`config.mk`:
```
export PLATFORM = sky130hd
export DESIGN_NAME = vdp_map_region_writer
export DESIGN_NICKNAME = d
export VERILOG_FILES = /design/src/rtl/vdp_pkg.sv /design/src/rtl/vdp_map_cell_address.sv /design/src/rtl/vdp_map_region_writer.sv
export SDC_FILE = /design/constraint.sdc
export NUM_CORES = 1
export LEC_CHECK = 0
export BUFFER_PORTS_ARGS = -buffer_cell sky130_fd_sc_hd__buf_2
export CORE_MARGIN = 5
export CORE_UTILIZATION = 25
export CTS_CLUSTER_SIZE = 30
export DETAILED_ROUTE_END_ITERATION = 8
export SLEW_MARGIN = 10
export SYNTH_ARGS = -nofsm -noshare
export SYNTH_HDL_FRONTEND = slang
export SYNTH_SLANG_ARGS = --single-unit
```
`constraint.sdc`:
```
create_clock -name clk -period 4.6 [get_ports clk]
set_clock_uncertainty 0.05 [all_clocks]
set_input_delay 0.69 -clock clk [delete_from_list [all_inputs] [get_ports clk]]
set_output_delay 0.69 -clock clk [all_outputs]
set_load 0.02 [all_outputs]
```
`src/rtl/vdp_pkg.sv`:
```
// Shared VDP map definitions.
// Holds the map geometry widths, the bit of the stride register that selects a
// 128-column (two 64-column page) map, and the state encoding of the map region writer.
package vdp_pkg;

    localparam int MAP_ADDR_W     = 15;  // VRAM 16-bit word address width
    localparam int MAP_ROW_W      = 6;   // tile rows per map page (64)
    localparam int MAP_COL_W      = 7;   // columns across both pages (128)
    localparam int STRIDE_128_BIT = 7;   // stride bit that enables the second 64-column page

    typedef enum logic [1:0] {
        IDLE = 2'd0,
        RUN  = 2'd1,
        DONE = 2'd2
    } map_wr_state_e;

endpackage

```
`src/rtl/vdp_map_cell_address.sv`:
```
// Map cell to VRAM word address.
// This is the single definition of where a map entry lives. The map fetch path and
// the region writer both use it, so CPU edits land exactly where the renderer reads.
// Ports:
//   map_base_address  in  map base word address
//   map_128_col       in  1 = 128-column map, column[6] selects page 1
//   row               in  tile row 0..63
//   column            in  column 0..127 (bit 6 ignored on 64-column maps)
//   address           out ({page, row, column[5:0]} + base) mod 2^ADDR_W
module vdp_map_cell_address
    import vdp_pkg::*;
#(
    parameter int ADDR_W = MAP_ADDR_W
) (
    input  logic [ADDR_W-1:0]    map_base_address,
    input  logic                 map_128_col,
    input  logic [MAP_ROW_W-1:0] row,
    input  logic [MAP_COL_W-1:0] column,
    output logic [ADDR_W-1:0]    address
);

    logic                              page;
    logic [MAP_ROW_W+MAP_COL_W-1:0]    cell_offset;

    // On a 64-column map, column[6] is dropped so that columns wrap within the page.
    assign page        = map_128_col & column[MAP_COL_W-1];
    assign cell_offset = {page, row, column[MAP_COL_W-2:0]};
    assign address     = map_base_address + ADDR_W'(cell_offset);

endmodule

```
`src/rtl/vdp_map_region_writer.sv`:
```
// Map region writer: writes a rectangle of map entries to VRAM, either a constant
// (fill mode) or entries taken from a valid/ready stream, row-major order.
// Ports:
//   clk, reset_n                       clock, async active-low reset
//   start, abort                       job request (params sampled when idle) / cancel
//   map_base_address, stride           map placement; stride[7] = 128-column map
//   col_start, row_start               top-left cell of the region
//   width_m1, height_m1                region size minus one
//   fill_mode, fill_data               1 = write fill_data, 0 = consume src stream
//   src_data, src_valid, src_ready     entry stream
//   vram_address, vram_data, vram_we   write request, held until vram_ready
//   vram_ready                         arbiter accepts on edge with vram_we & vram_ready
//   busy, done                         job running / 1-cycle completion pulse
//
// state | meaning
// ------+-----------------------------------------------------------
// IDLE  | waiting for start; fill mode preloads the first entry on start
// RUN   | fetching entries into the output register and writing them out
// DONE  | last write accepted; done pulse for one cycle
module vdp_map_region_writer
    import vdp_pkg::*;
#(
    parameter int DATA_WIDTH = 16,
    parameter int ADDR_WIDTH = MAP_ADDR_W
) (
    input  logic                  clk,
    input  logic                  reset_n,
    input  logic                  start,
    input  logic                  abort,
    input  logic [ADDR_WIDTH-1:0] map_base_address,
    input  logic [7:0]            stride,
    input  logic [MAP_COL_W-1:0]  col_start,
    input  logic [MAP_ROW_W-1:0]  row_start,
    input  logic [MAP_COL_W-1:0]  width_m1,
    input  logic [MAP_ROW_W-1:0]  height_m1,
    input  logic                  fill_mode,
    input  logic [DATA_WIDTH-1:0] fill_data,
    input  logic [DATA_WIDTH-1:0] src_data,
    input  logic                  src_valid,
    output logic                  src_ready,
    output logic [ADDR_WIDTH-1:0] vram_address,
    output logic [DATA_WIDTH-1:0] vram_data,
    output logic                  vram_we,
    input  logic                  vram_ready,
    output logic                  busy,
    output logic                  done
);

    map_wr_state_e state_q, state_d;

    logic [ADDR_WIDTH-1:0] base_q, base_d;
    logic                  map_128_q, map_128_d;
    logic [MAP_COL_W-1:0]  col_start_q, col_start_d;
    logic [MAP_ROW_W-1:0]  row_start_q, row_start_d;
    logic [MAP_COL_W-1:0]  width_m1_q, width_m1_d;
    logic [MAP_ROW_W-1:0]  height_m1_q, height_m1_d;
    logic                  fill_mode_q, fill_mode_d;
    logic [DATA_WIDTH-1:0] fill_data_q, fill_data_d;

    // x/y count accepted writes; fx/fy track the next entry to load.
    logic [MAP_COL_W-1:0]  x_q, x_d, fx_q, fx_d;
    logic [MAP_ROW_W-1:0]  y_q, y_d, fy_q, fy_d;
    logic                  fetch_done_q, fetch_done_d;

    logic                  we_q, we_d;
    logic [ADDR_WIDTH-1:0] addr_q, addr_d;
    logic [DATA_WIDTH-1:0] data_q, data_d;

    logic                  idle;
    logic [ADDR_WIDTH-1:0] eff_base;
    logic                  eff_map_128;
    logic [MAP_COL_W-1:0]  eff_col_start, eff_width_m1;
    logic [MAP_ROW_W-1:0]  eff_row_start, eff_height_m1;
    logic                  eff_fill_mode;
    logic [DATA_WIDTH-1:0] eff_fill_data;
    logic [MAP_COL_W-1:0]  fetch_col;
    logic [MAP_ROW_W-1:0]  fetch_row;
    logic [ADDR_WIDTH-1:0] fetch_address;
    logic                  start_accept, out_free, accept, last_accept;
    logic                  src_ready_int, load;
    logic                  unused_stride_bits;

    assign unused_stride_bits = ^stride[STRIDE_128_BIT-1:0];

    // In IDLE the live inputs drive the fetch path so fill mode can load its first
    // entry on the start cycle; afterwards only the latched copies are used.
    assign idle          = (state_q == IDLE);
    assign eff_base      = idle ? map_base_address        : base_q;
    assign eff_map_128   = idle ? stride[STRIDE_128_BIT]  : map_128_q;
    assign eff_col_start = idle ? col_start               : col_start_q;
    assign eff_row_start = idle ? row_start               : row_start_q;
    assign eff_width_m1  = idle ? width_m1                : width_m1_q;
    assign eff_height_m1 = idle ? height_m1               : height_m1_q;
    assign eff_fill_mode = idle ? fill_mode               : fill_mode_q;
    assign eff_fill_data = idle ? fill_data               : fill_data_q;

    assign fetch_col = eff_col_start + fx_q;
    assign fetch_row = eff_row_start + fy_q;

    vdp_map_cell_address #(
        .ADDR_W(ADDR_WIDTH)
    ) u_cell_address (
        .map_base_address(eff_base),
        .map_128_col     (eff_map_128),
        .row             (fetch_row),
        .column          (fetch_col),
        .address         (fetch_address)
    );

    assign start_accept  = idle & start & ~abort;
    assign out_free      = ~we_q | vram_ready;
    assign accept        = we_q & vram_ready;
    assign last_accept   = (state_q == RUN) & accept &
                           (x_q == width_m1_q) & (y_q == height_m1_q);
    assign src_ready_int = (state_q == RUN) & ~fill_mode_q & ~fetch_done_q & out_free;
    assign load          = ~abort &
                           ((start_accept & fill_mode) |
                            ((state_q == RUN) & fill_mode_q & ~fetch_done_q & out_free) |
                            (src_ready_int & src_valid));

    always_ff @(posedge clk or negedge reset_n) begin
        if (!reset_n) begin
            state_q      <= IDLE;
            base_q       <= '0;
            map_128_q    <= 1'b0;
            col_start_q  <= '0;
            row_start_q  <= '0;
            width_m1_q   <= '0;
            height_m1_q  <= '0;
            fill_mode_q  <= 1'b0;
            fill_data_q  <= '0;
            x_q          <= '0;
            y_q          <= '0;
            fx_q         <= '0;
            fy_q         <= '0;
            fetch_done_q <= 1'b0;
            we_q         <= 1'b0;
            addr_q       <= '0;
            data_q       <= '0;
        end else begin
            state_q      <= state_d;
            base_q       <= base_d;
            map_128_q    <= map_128_d;
            col_start_q  <= col_start_d;
            row_start_q  <= row_start_d;
            width_m1_q   <= width_m1_d;
            height_m1_q  <= height_m1_d;
            fill_mode_q  <= fill_mode_d;
            fill_data_q  <= fill_data_d;
            x_q          <= x_d;
            y_q          <= y_d;
            fx_q         <= fx_d;
            fy_q         <= fy_d;
            fetch_done_q <= fetch_done_d;
            we_q         <= we_d;
            addr_q       <= addr_d;
            data_q       <= data_d;
        end
    end

    always_comb begin
        state_d = state_q;
        if (abort) begin
            state_d = IDLE;
        end else begin
            case (state_q)
                IDLE:    if (start)       state_d = RUN;
                RUN:     if (last_accept) state_d = DONE;
                DONE:                     state_d = IDLE;
                default:                  state_d = IDLE;
            endcase
        end
    end

    always_comb begin
        busy = 1'b0;
        done = 1'b0;
        case (state_q)
            RUN:     busy = 1'b1;
            DONE:    done = 1'b1;
            default: ;
        endcase
    end

    assign src_ready    = src_ready_int;
    assign vram_we      = we_q;
    assign vram_address = addr_q;
    assign vram_data    = data_q;

    always_comb begin
        base_d       = base_q;
        map_128_d    = map_128_q;
        col_start_d  = col_start_q;
        row_start_d  = row_start_q;
        width_m1_d   = width_m1_q;
        height_m1_d  = height_m1_q;
        fill_mode_d  = fill_mode_q;
        fill_data_d  = fill_data_q;
        x_d          = x_q;
        y_d          = y_q;
        fx_d         = fx_q;
        fy_d         = fy_q;
        fetch_done_d = fetch_done_q;
        we_d         = we_q;
        addr_d       = addr_q;
        data_d       = data_q;

        if (start_accept) begin
            base_d      = map_base_address;
            map_128_d   = stride[STRIDE_128_BIT];
            col_start_d = col_start;
            row_start_d = row_start;
            width_m1_d  = width_m1;
            height_m1_d = height_m1;
            fill_mode_d = fill_mode;
            fill_data_d = fill_data;
        end

        // Counters restart from zero for every job, including after an abort.
        if ((state_q != RUN) || abort) begin
            x_d          = '0;
            y_d          = '0;
            fx_d         = '0;
            fy_d         = '0;
            fetch_done_d = 1'b0;
        end else if (accept) begin
            if (x_q == width_m1_q) begin
                x_d = '0;
                y_d = y_q + MAP_ROW_W'(1);
            end else begin
                x_d = x_q + MAP_COL_W'(1);
            end
        end

        // fx/fy are zero in IDLE, so the start-cycle preload advances from entry 0.
        if (load) begin
            addr_d = fetch_address;
            data_d = eff_fill_mode ? eff_fill_data : src_data;
            if (fx_q == eff_width_m1) begin
                fx_d = '0;
                if (fy_q == eff_height_m1) begin
                    fetch_done_d = 1'b1;
                end else begin
                    fy_d = fy_q + MAP_ROW_W'(1);
                end
            end else begin
                fx_d = fx_q + MAP_COL_W'(1);
            end
        end

        if (abort) begin
            we_d = 1'b0;
        end else if (load) begin
            we_d = 1'b1;
        end else if (accept) begin
            we_d = 1'b0;
        end
    end

endmodule
```
; Word level (Yosys, flattened, before mapping)
; Cells that the tools add are included.
[word_totals]
output_inout_bits = 35
register_bits = 120
elab_cells = 99
input_bits = 88
[op_classes]
reduce_logical = 8
n_mux = 35
n_eq_ne = 9
n_addsub = 7
bitwise = 23
[op_table]
columns = operator, n
row1 = $mux W7, 8
row2 = $mux W6, 9
row3 = $mux W16, 2
row4 = $and A1 B1 Y1, 16
row5 = $add A15 B13 Y15, 1
row6 = $mux W15, 1
row7 = $add A7 B1 Y7 const B, 2
row8 = $eq A7 B7 Y1, 2
row9 = $add A6 B1 Y6 const B, 2
row10 = $eq A6 B6 Y1, 2
row11 = $mux W1, 11
row12 = $add A7 B7 Y7, 1
row13 = $add A6 B6 Y6, 1
row14 = $mux W2, 3
row15 = $ne A3 B3 Y1 const B, 2
row16 = $reduce_bool A2 Y1, 3
row17 = $not A1 Y1, 4
row18 = $pmux W2 S2, 1
row19 = $reduce_and A2 Y1, 2
row20 = $or A1 B1 Y1, 3
row21 = $reduce_bool A3 Y1, 1
row22 = $eq A2 B1 Y1 const B, 1
row23 = $eq A2 B2 Y1 const B, 1
row24 = $logic_not A2 Y1, 1
row25 = other kinds (2), 2

; Logic depth before layout (Yosys ltp)
; Gate-level depths: netlist of the first run.
[depth]
ltp_word = 9
ltp_mapped = 23
ltp_nobuf = 19

; Hierarchy
; A second synthesis of the first run with hierarchy kept.
[unflattened]
hier_cells = 754
area_unflattened_um2 = 7163.1
[by_module_without_submodules]
columns = module, n_inst, seq_area_each_um2, area_each_um2, cells_per_inst
row1 = vdp_map_region_writer, 1, 3002.9, 6458.7, 658
row2 = vdp_map_cell_address, 1, 0.0, 704.4, 96

; Least setup slack after synthesis of the first run
; Ideal clock, no wire load.
[synth_path]
kind = register -> register
start = reg state_q[0]
end = reg addr_q[13] (netlist: vram_address[13])
setup_slack_ns = 0.443
arrival_ns = 3.974
path_stages_with_launch = 23
required_time_ns = 4.417
setup_time_ns = 0.133
n_path_buf = 3
period_less_slack_ns = 4.157
path_cell_list = dfrtp_1 > nor2_1 > buf_2 > clkbuf_1 > buf_1 > nand2_1 > nand2_1 > ha_1 > inv_1 > fa_1 > o21ai_0 > a21o_1 > a21oi_1 > xnor2_1 > nor3_1 > ha_1 > nand4_1 > nor2b_1 > nor2_1 > nand2_1 > a21oi_1 > xor2_1 > o21ai_0
[synth_between]
elab_chain_cells = 7
word_cells_on_any_way = 23
cone_classes = 3 x add/sub / 1 x eq/ne / 4 x mux / 14 x bitwise / 1 x reduce/logical
[synth_lines]
columns = item, line
row1 = "start, declared", vdp_map_region_writer.sv:49  ; map_wr_state_e state_q, state_d;
row2 = "start signal, assigned", vdp_map_region_writer.sv:141  ; state_q <= state_d;
row3 = "parallel branches: the longest is 7 deep, another holds $add A15 B13 Y15", n/a
row4 = "end signal, assigned", vdp_map_region_writer.sv:156  ; addr_q <= addr_d;
row5 = "end, declared", vdp_map_region_writer.sv:66  ; logic [ADDR_WIDTH-1:0] addr_q, addr_d;
; Parallel ways; which one is timed is not known.
; A chain may end at the register's enable or synchronous reset.

; Worst setup path after layout of the first run
; Ends and elaborated chain as after synthesis.

==> results of run 1 <==
## stage by stage
stage | total power, mW | setup WS (ns) | cell area, um2 | instances
finish | 3.97 | 0.652 | 8650 | 1262
CTS | 4.04 | 0.609 | 8650 | 1261
detailed placement | 2.58 | 0.631 | 8010 | 1229
floorplan | 2.20 | 0.443 | 7030 | 766
global placement | 2.56 | 0.694 | 8010 | 1229
global route | 4.23 | 0.267 | 8650 | 1261
## cell type report
cell class              count  area, um2  share of cell area, %
multi-input cells         585       3810                   44.0
clock buffers              20        467                   5.39
inverters                  26       97.6                   1.13
flip-flops and latches    120       3000                   34.7
repair buffers            120        628                   7.26
diodes                      1       2.50                 0.0289
clock inverters            12        171                   1.98
well taps                 378        473                   5.47
## layout by cell type (no fill, tap or decap), drive strengths merged, types with 2 or more instances in the layout
cell type	count
o2bb2ai	3
nor2	26
and3	6
o31ai	4
xnor2	20
mux2	57
nand4	12
o21ai	53
nor4	7
o22ai	8
clkinv	5
clkbuf	20
mux2i	7
buf	120
nor2b	9
o21a	3
nand2b	10
nand2	177
nand3	14
ha	29
a211oi	2
nor3	6
bufinv	4
clkinvlp	3
a21oi	52
nor3b	3
fa	3
a31oi	3
o211ai	11
or3	3
dfrtp	120
a2111oi	2
inv	26
or2	4
xor2	23
a21o	13
o21bai	3
## power by group through the flow
stage | clock (mW) | sequential, mW | combinational [mW]
3_5_place_dp | 0 | 1.45 | 1.13
6_report | 1.43 | 1.43 | 1.12
2_1_floorplan | 0 | 1.56 | 0.636
4_1_cts | 1.47 | 1.43 | 1.14
5_1_grt | 1.52 | 1.46 | 1.25
3_3_place_gp | 0 | 1.44 | 1.12
## metal layers
| layer | track usage, % | wire length (um) | up-vias |
|---|---|---|---|
| met3 | 4.41 | 1270 | 36 |
| li1 | - | - | 2870 |
| met5 | 0 | 123 | - |
| met4 | 3.38 | 216 | 20 |
| met1 | 14.9 | 8330 | 2719 |
| met2 | 18.9 | 8700 | 122 |
## flip-flops by register name (all words and copies together) (netlist names), 2 cells and up
name / flops
fy_q: 6
y_q: 6
height_m1_q: 6
col_start_q: 7
fx_q: 7
x_q: 7
width_m1_q: 7
vram_data: 16
state_q: 2
row_start_q: 6
vram_address: 15
base_q: 15
fill_data_q: 16
## kinds of logic after synthesis
group	count (synthesis)	synth area share, %
muxes	64	10.1
xor gates and xnor gates	43	5.36
buffers and inverters	61	3.45
adders and majority gates	32	6.01
DFF	120	42.7
and+or+nand+nor	280	18.0
AOI/OAI and AO/OA	166	14.4
## critical path: stages, from the launching register on
cell,delay [ns]
dfrtp_1,0.42
nor2_4,0.43
buf_4,0.52
nand2_1,0.10
nand2_1,0.08
ha_1,0.26
a21o_1,0.20
a21oi_1,0.19
xnor2_1,0.17
ha_1,0.35
a21oi_1,0.33
nor2b_1,0.08
o21ai_0,0.16
nand2_1,0.07
a21oi_1,0.15
xor2_1,0.15
o21ai_0,0.08
## final timing paths
path,endpoint,from
min in group clk,vram_address[4]$_DFFE_PN0P_,vram_address[4]$_DFFE_PN0P_
min,base_q[2]$_DFFE_PN0P_,reset_n
max,vram_address[13]$_DFFE_PN0P_,state_q[0]$_DFFE_PN0P_
min reg2reg,vram_address[4]$_DFFE_PN0P_,vram_address[4]$_DFFE_PN0P_
max reg2reg,vram_address[13]$_DFFE_PN0P_,state_q[0]$_DFFE_PN0P_
max in group asynchronous,x_q[0]$_DFFE_PN0P_,reset_n
==> results.yml, run 1 <==
run_status:
  status: "completed"
die:
  start_util_pct: 25.3
  die_w_um: 178
  die_h_um: 178
  dieArea_um2: 31600
  num_rows: 61
  coreArea_um2: 27800
  ios: 123
power:
  ir_drop_mv: 0.200
  pwr-share-seq_pct: 35.9
  internal_power_mw: 2.69
  p_leak_nw: 4.04
  p_clk_share_pct: 35.9
  power_frac_comb_pct: 28.2
  power.switching_mw: 1.28
  switching_share_pct: 32.3
  power_density_nw_per_um2: 459
routing:
  wl_mm: 18.6
  wl_per_cell_um: 14.8
  drc: 0
  vias: 5767
  initialDrtViolationCount: 281
  ant_nets: 0
  vias_per_cell: 4.57
  drt-pass1-iter-count: 4
worst_setup_path:
  setup.worst_path.start_class: "flip-flop"
  worstSetupPathType: "reg2reg"
  r2r_slack_ns: 0.65
  rr_worst_depth: 16
  end_kind: "flip-flop"
  cp.arrival_ns: 4.15
  critical_path_required_ns: 4.80
  crit_fanout: 37
layout:
  nFillCells: 2967
  drive_gt1_share_pct: 25.3
  synthToLayoutAreaGrowth_pct: 23.1
  nets: 990
  utilization_pct: 31.1
clock_network:
  numClockSinks: 120
  clock_path_buffers: 2
  clk_pin_slew_ns: 0.06
  ctsResizeCount: 0
  cts-hold-fix-buffers: 0
  numCtsBuffers: 17
  htreeDepth: 4
  cts_tree: "done"
  cts-root-buf: "clkbuf_16"
  cts_setup_buffers: 0
  clk_latency_ns: 0.42
worst_hold_path:
  hp-class: "in2async"
placed_design:
  dp_hpwl_mm: 13.8
  port_buffers: 115
  gp_congestion: 0.827
logic_synthesis:
  netlist.area_leader.share_pct: 42.7
  synth_most_common_cell: "nand2_1"
  synth_cell_type_count: 56
  synth_ff_type: "dfrtp_1"
  synthTopCellsByCount: "177 x nand2_1, 120 x dfrtp_1, 57 x mux2_2"
  yosysSeqAreaShare_pct: 42.7
  synthCells: 766
  ys_async_sr_fraction_pct: 100
  synth_area_leader_cell: "dfrtp_1"
  yosysWarningCount: 0
  synth_edf_count: 0
  synth-seq-cells: 120
  synthTopCellsByArea: "dfrtp_1 43%, nand2_1 9.4%, mux2_2 9.1%"
  post_synth.cell_area_avg_um2: 9.18
  syn_area_um2: 7030
  synth_nets: 886
global_routing:
  grt_pass1_wl_mm: 29.3
  overflow: 0
  grt_pass1_vias: 5430
  antenna_found_initial: 11
  grt_start_max_net_pins: 75
  gr-usage-all-layers_pct: 11.8
timing:
  slew_viol_final: 0
  period_needed_ns: 3.95
  hold_viol: 0
  whs_ns: 0.391
  rsz0062_at_grt: "no"
  max_slew_margin_pct: 29.2
  post-route-period-util_pct: 85.8
  worstMarginPinSlew_ns: 1.06
  setup_viol: 0
  max_freq_mhz: 253
  tns_ns: 0
run:
  cap_violations: 0
Power figures use the tool's default switching activity.
==> inputs of run 2 (changes only) <==
Settings changed: RECOVER_POWER from default to 50.
==> run 2 against run 1 <==
Compared with the run above:
- the flow now finishes with violations (capacitance limit, slew limit)
- worst setup slack lost 0.016 ns
- critical path depth stayed put
- count of clock-buffer cells in the layout is the same
- flip-flop and latch count did not move
- routed wire length grew 0.19%
- non-clock buffer count unchanged
- sequential power is essentially flat
- die area is the same
- via count increased by 0.19%
- sequential share of layout area grew 0.16 points
- register-to-register slack worse by 0.02 ns
- design area shrank 0.45%
- critical endpoint unchanged
- largest power group unchanged
==> results.yml, run 2 (synthesis gave the netlist of run 1 again) <==
placed_design:
  gp_congestion: 0.827
  placed_cell_area_um2: 8010
  port_buffers: 115
  dp_hpwl_mm: 13.8
power:
  power.switching_mw: 1.28
  internal_power_mw: 2.67
  ir_drop_mv: 0.200
  power_frac_comb_pct: 27.8
  power_density_nw_per_um2: 459
  p_clk_share_pct: 36.1
  switching_share_pct: 32.4
  pwr-share-seq_pct: 36.1
  p_leak_nw: 3.98
die:
  die_w_um: 178
  start_util_pct: 25.3
  num_rows: 61
  ios: 123
  dieArea_um2: 31600
  die_h_um: 178
  coreArea_um2: 27800
routing:
  ant_nets: 0
  vias: 5778
  drc: 0
  wl_per_cell_um: 14.8
  initialDrtViolationCount: 287
  wl_mm: 18.7
  vias_per_cell: 4.58
  drt-pass1-iter-count: 5
clock_network:
  cts_setup_buffers: 0
  numCtsBuffers: 17
  numClockSinks: 120
  cts-root-buf: "clkbuf_16"
  clk_latency_ns: 0.42
  cts_tree: "done"
  htreeDepth: 4
  clock_path_buffers: 2
  ctsResizeCount: 0
  clk_pin_slew_ns: 0.05
  cts-hold-fix-buffers: 0
timing:
  max_freq_mhz: 252
  max_slew_margin_pct: -25.8
  tns_ns: 0
  slew_viol_final: 75
  worstMarginPinSlew_ns: 1.89
  period_needed_ns: 3.96
  setup_viol: 0
  hold_viol: 0
  post-route-period-util_pct: 86.2
  rsz0062_at_grt: "no"
worst_setup_path:
  crit_buf_inv: 1
  setup.worst_path.start_class: "flip-flop"
  worstSetupPathType: "reg2reg"
  end_kind: "flip-flop"
  critical_path_required_ns: 4.80
  crit_fanout: 37
  cp.arrival_ns: 4.16
  cp_slowest_cell: "buf_4"
  path_delay_family: "compound AO/OA/AOI/OAI gates"
  worstPathCellList: "nor2_4 > buf_4 > nand2_1 > nand2_1 > ha_1 > a21o_1 > a21oi_1 > xnor2_1 > ha_1 > a21oi_1 > nor2b_1 > o21ai_0 > nand2_1 > a21oi_1 > xor2_1 > o21ai_0"
  slowest_delay_ns: 0.53
global_routing:
  grt_pass1_wl_mm: 29.3
  overflow: 0
  grt_pass1_vias: 5430
  antenna_found_initial: 11
  gr-usage-all-layers_pct: 11.8
  grt_start_max_net_pins: 75
layout:
  fin_area_um2: 8610
  synthToLayoutAreaGrowth_pct: 22.5
  final_common_cell: "nand2_1"
  nets: 990
  most-common-layout-cells: "177 x nand2_1, 120 x dfrtp_1, 97 x buf_2"
  drive_gt1_share_pct: 23.3
run_status:
  status: "finished, violations left"
  violations: "capacitance limit, slew limit"
worst_hold_path:
  hp-class: "reg2reg"
run:
  cap_violations: 1
==> run 2: changes by cell type in the layout (fill, tap and decap cells not counted) <==
cell / change
buf_2: -17
clkbuf_1: +17
clkbuf_2: +2
buf_4: -1
buf_12: -1
==> run 2: cell type report <==
type	count	area (um2)
repair buffers	120	589
diodes	1	2.50
well taps	378	473
clock inverters	12	171
clock buffers	20	467
fillers	2973	19200
inverters	26	97.6
flip-flops and latches	120	3000
multi-input cells	585	3810
==> run 2: worst paths after layout <==
kind / start / endpoint / slack [ns] / cells after the start
min: vram_address[4]$_DFFE_PN0P_ / vram_address[4]$_DFFE_PN0P_ / 0.42 / 2
max: state_q[0]$_DFFE_PN0P_ / vram_address[13]$_DFFE_PN0P_ / 0.64 / 16
min reg2reg: vram_address[4]$_DFFE_PN0P_ / vram_address[4]$_DFFE_PN0P_ / 0.42 / 2
max reg2reg: state_q[0]$_DFFE_PN0P_ / vram_address[13]$_DFFE_PN0P_ / 0.64 / 16
min in group asynchronous: reset_n / base_q[2]$_DFFE_PN0P_ / 0.75 / 1
max in group asynchronous: reset_n / width_m1_q[4]$_DFFE_PN0P_ / 1.74 / 2
==> run 2: power groups by stage <==
stage | Sequential (mW) | Combinational, mW | Clock (mW)
3_3_place_gp | 1.44 | 1.12 | 0
4_1_cts | 1.43 | 1.14 | 1.47
5_1_grt | 1.46 | 1.23 | 1.52
3_5_place_dp | 1.45 | 1.13 | 0
2_1_floorplan | 1.56 | 0.636 | 0
6_report | 1.43 | 1.10 | 1.43
==> run 2: layer usage <==
metal	vias up	wire (um)	GRT usage [%]
met5	-	123	0
met4	20	216	3.38
met3	36	1330	4.41
met2	125	8730	18.9
met1	2730	8270	14.9
li1	2867	-	-
==> run 2: worst reg2reg max path, cell delays in order (launching register included) <==
cell,delay [ns]
dfrtp_1,0.42
nor2_4,0.44
buf_4,0.53
nand2_1,0.11
nand2_1,0.08
ha_1,0.26
a21o_1,0.20
a21oi_1,0.19
xnor2_1,0.17
ha_1,0.35
a21oi_1,0.33
nor2b_1,0.08
o21ai_0,0.16
nand2_1,0.07
a21oi_1,0.14
xor2_1,0.15
o21ai_0,0.08
==> run 2: through the flow <==
| stage | hold slack [ns] | instances | utilization [%] | setup slack (ns) | total power [mW] |
|---|---|---|---|---|---|
| 2_1_floorplan | 0.344 | 766 | - | 0.443 | 2.20 |
| 3_3_place_gp | 0.407 | 1229 | 28.8 | 0.694 | 2.56 |
| 3_5_place_dp | 0.414 | 1229 | 28.8 | 0.631 | 2.58 |
| 4_1_cts | 0.426 | 1261 | 31.1 | 0.609 | 4.04 |
| 5_1_grt | 0.449 | 1261 | 31.0 | 0.267 | 4.21 |
| 6_report | 0.424 | 1262 | 31.0 | 0.636 | 3.95 |
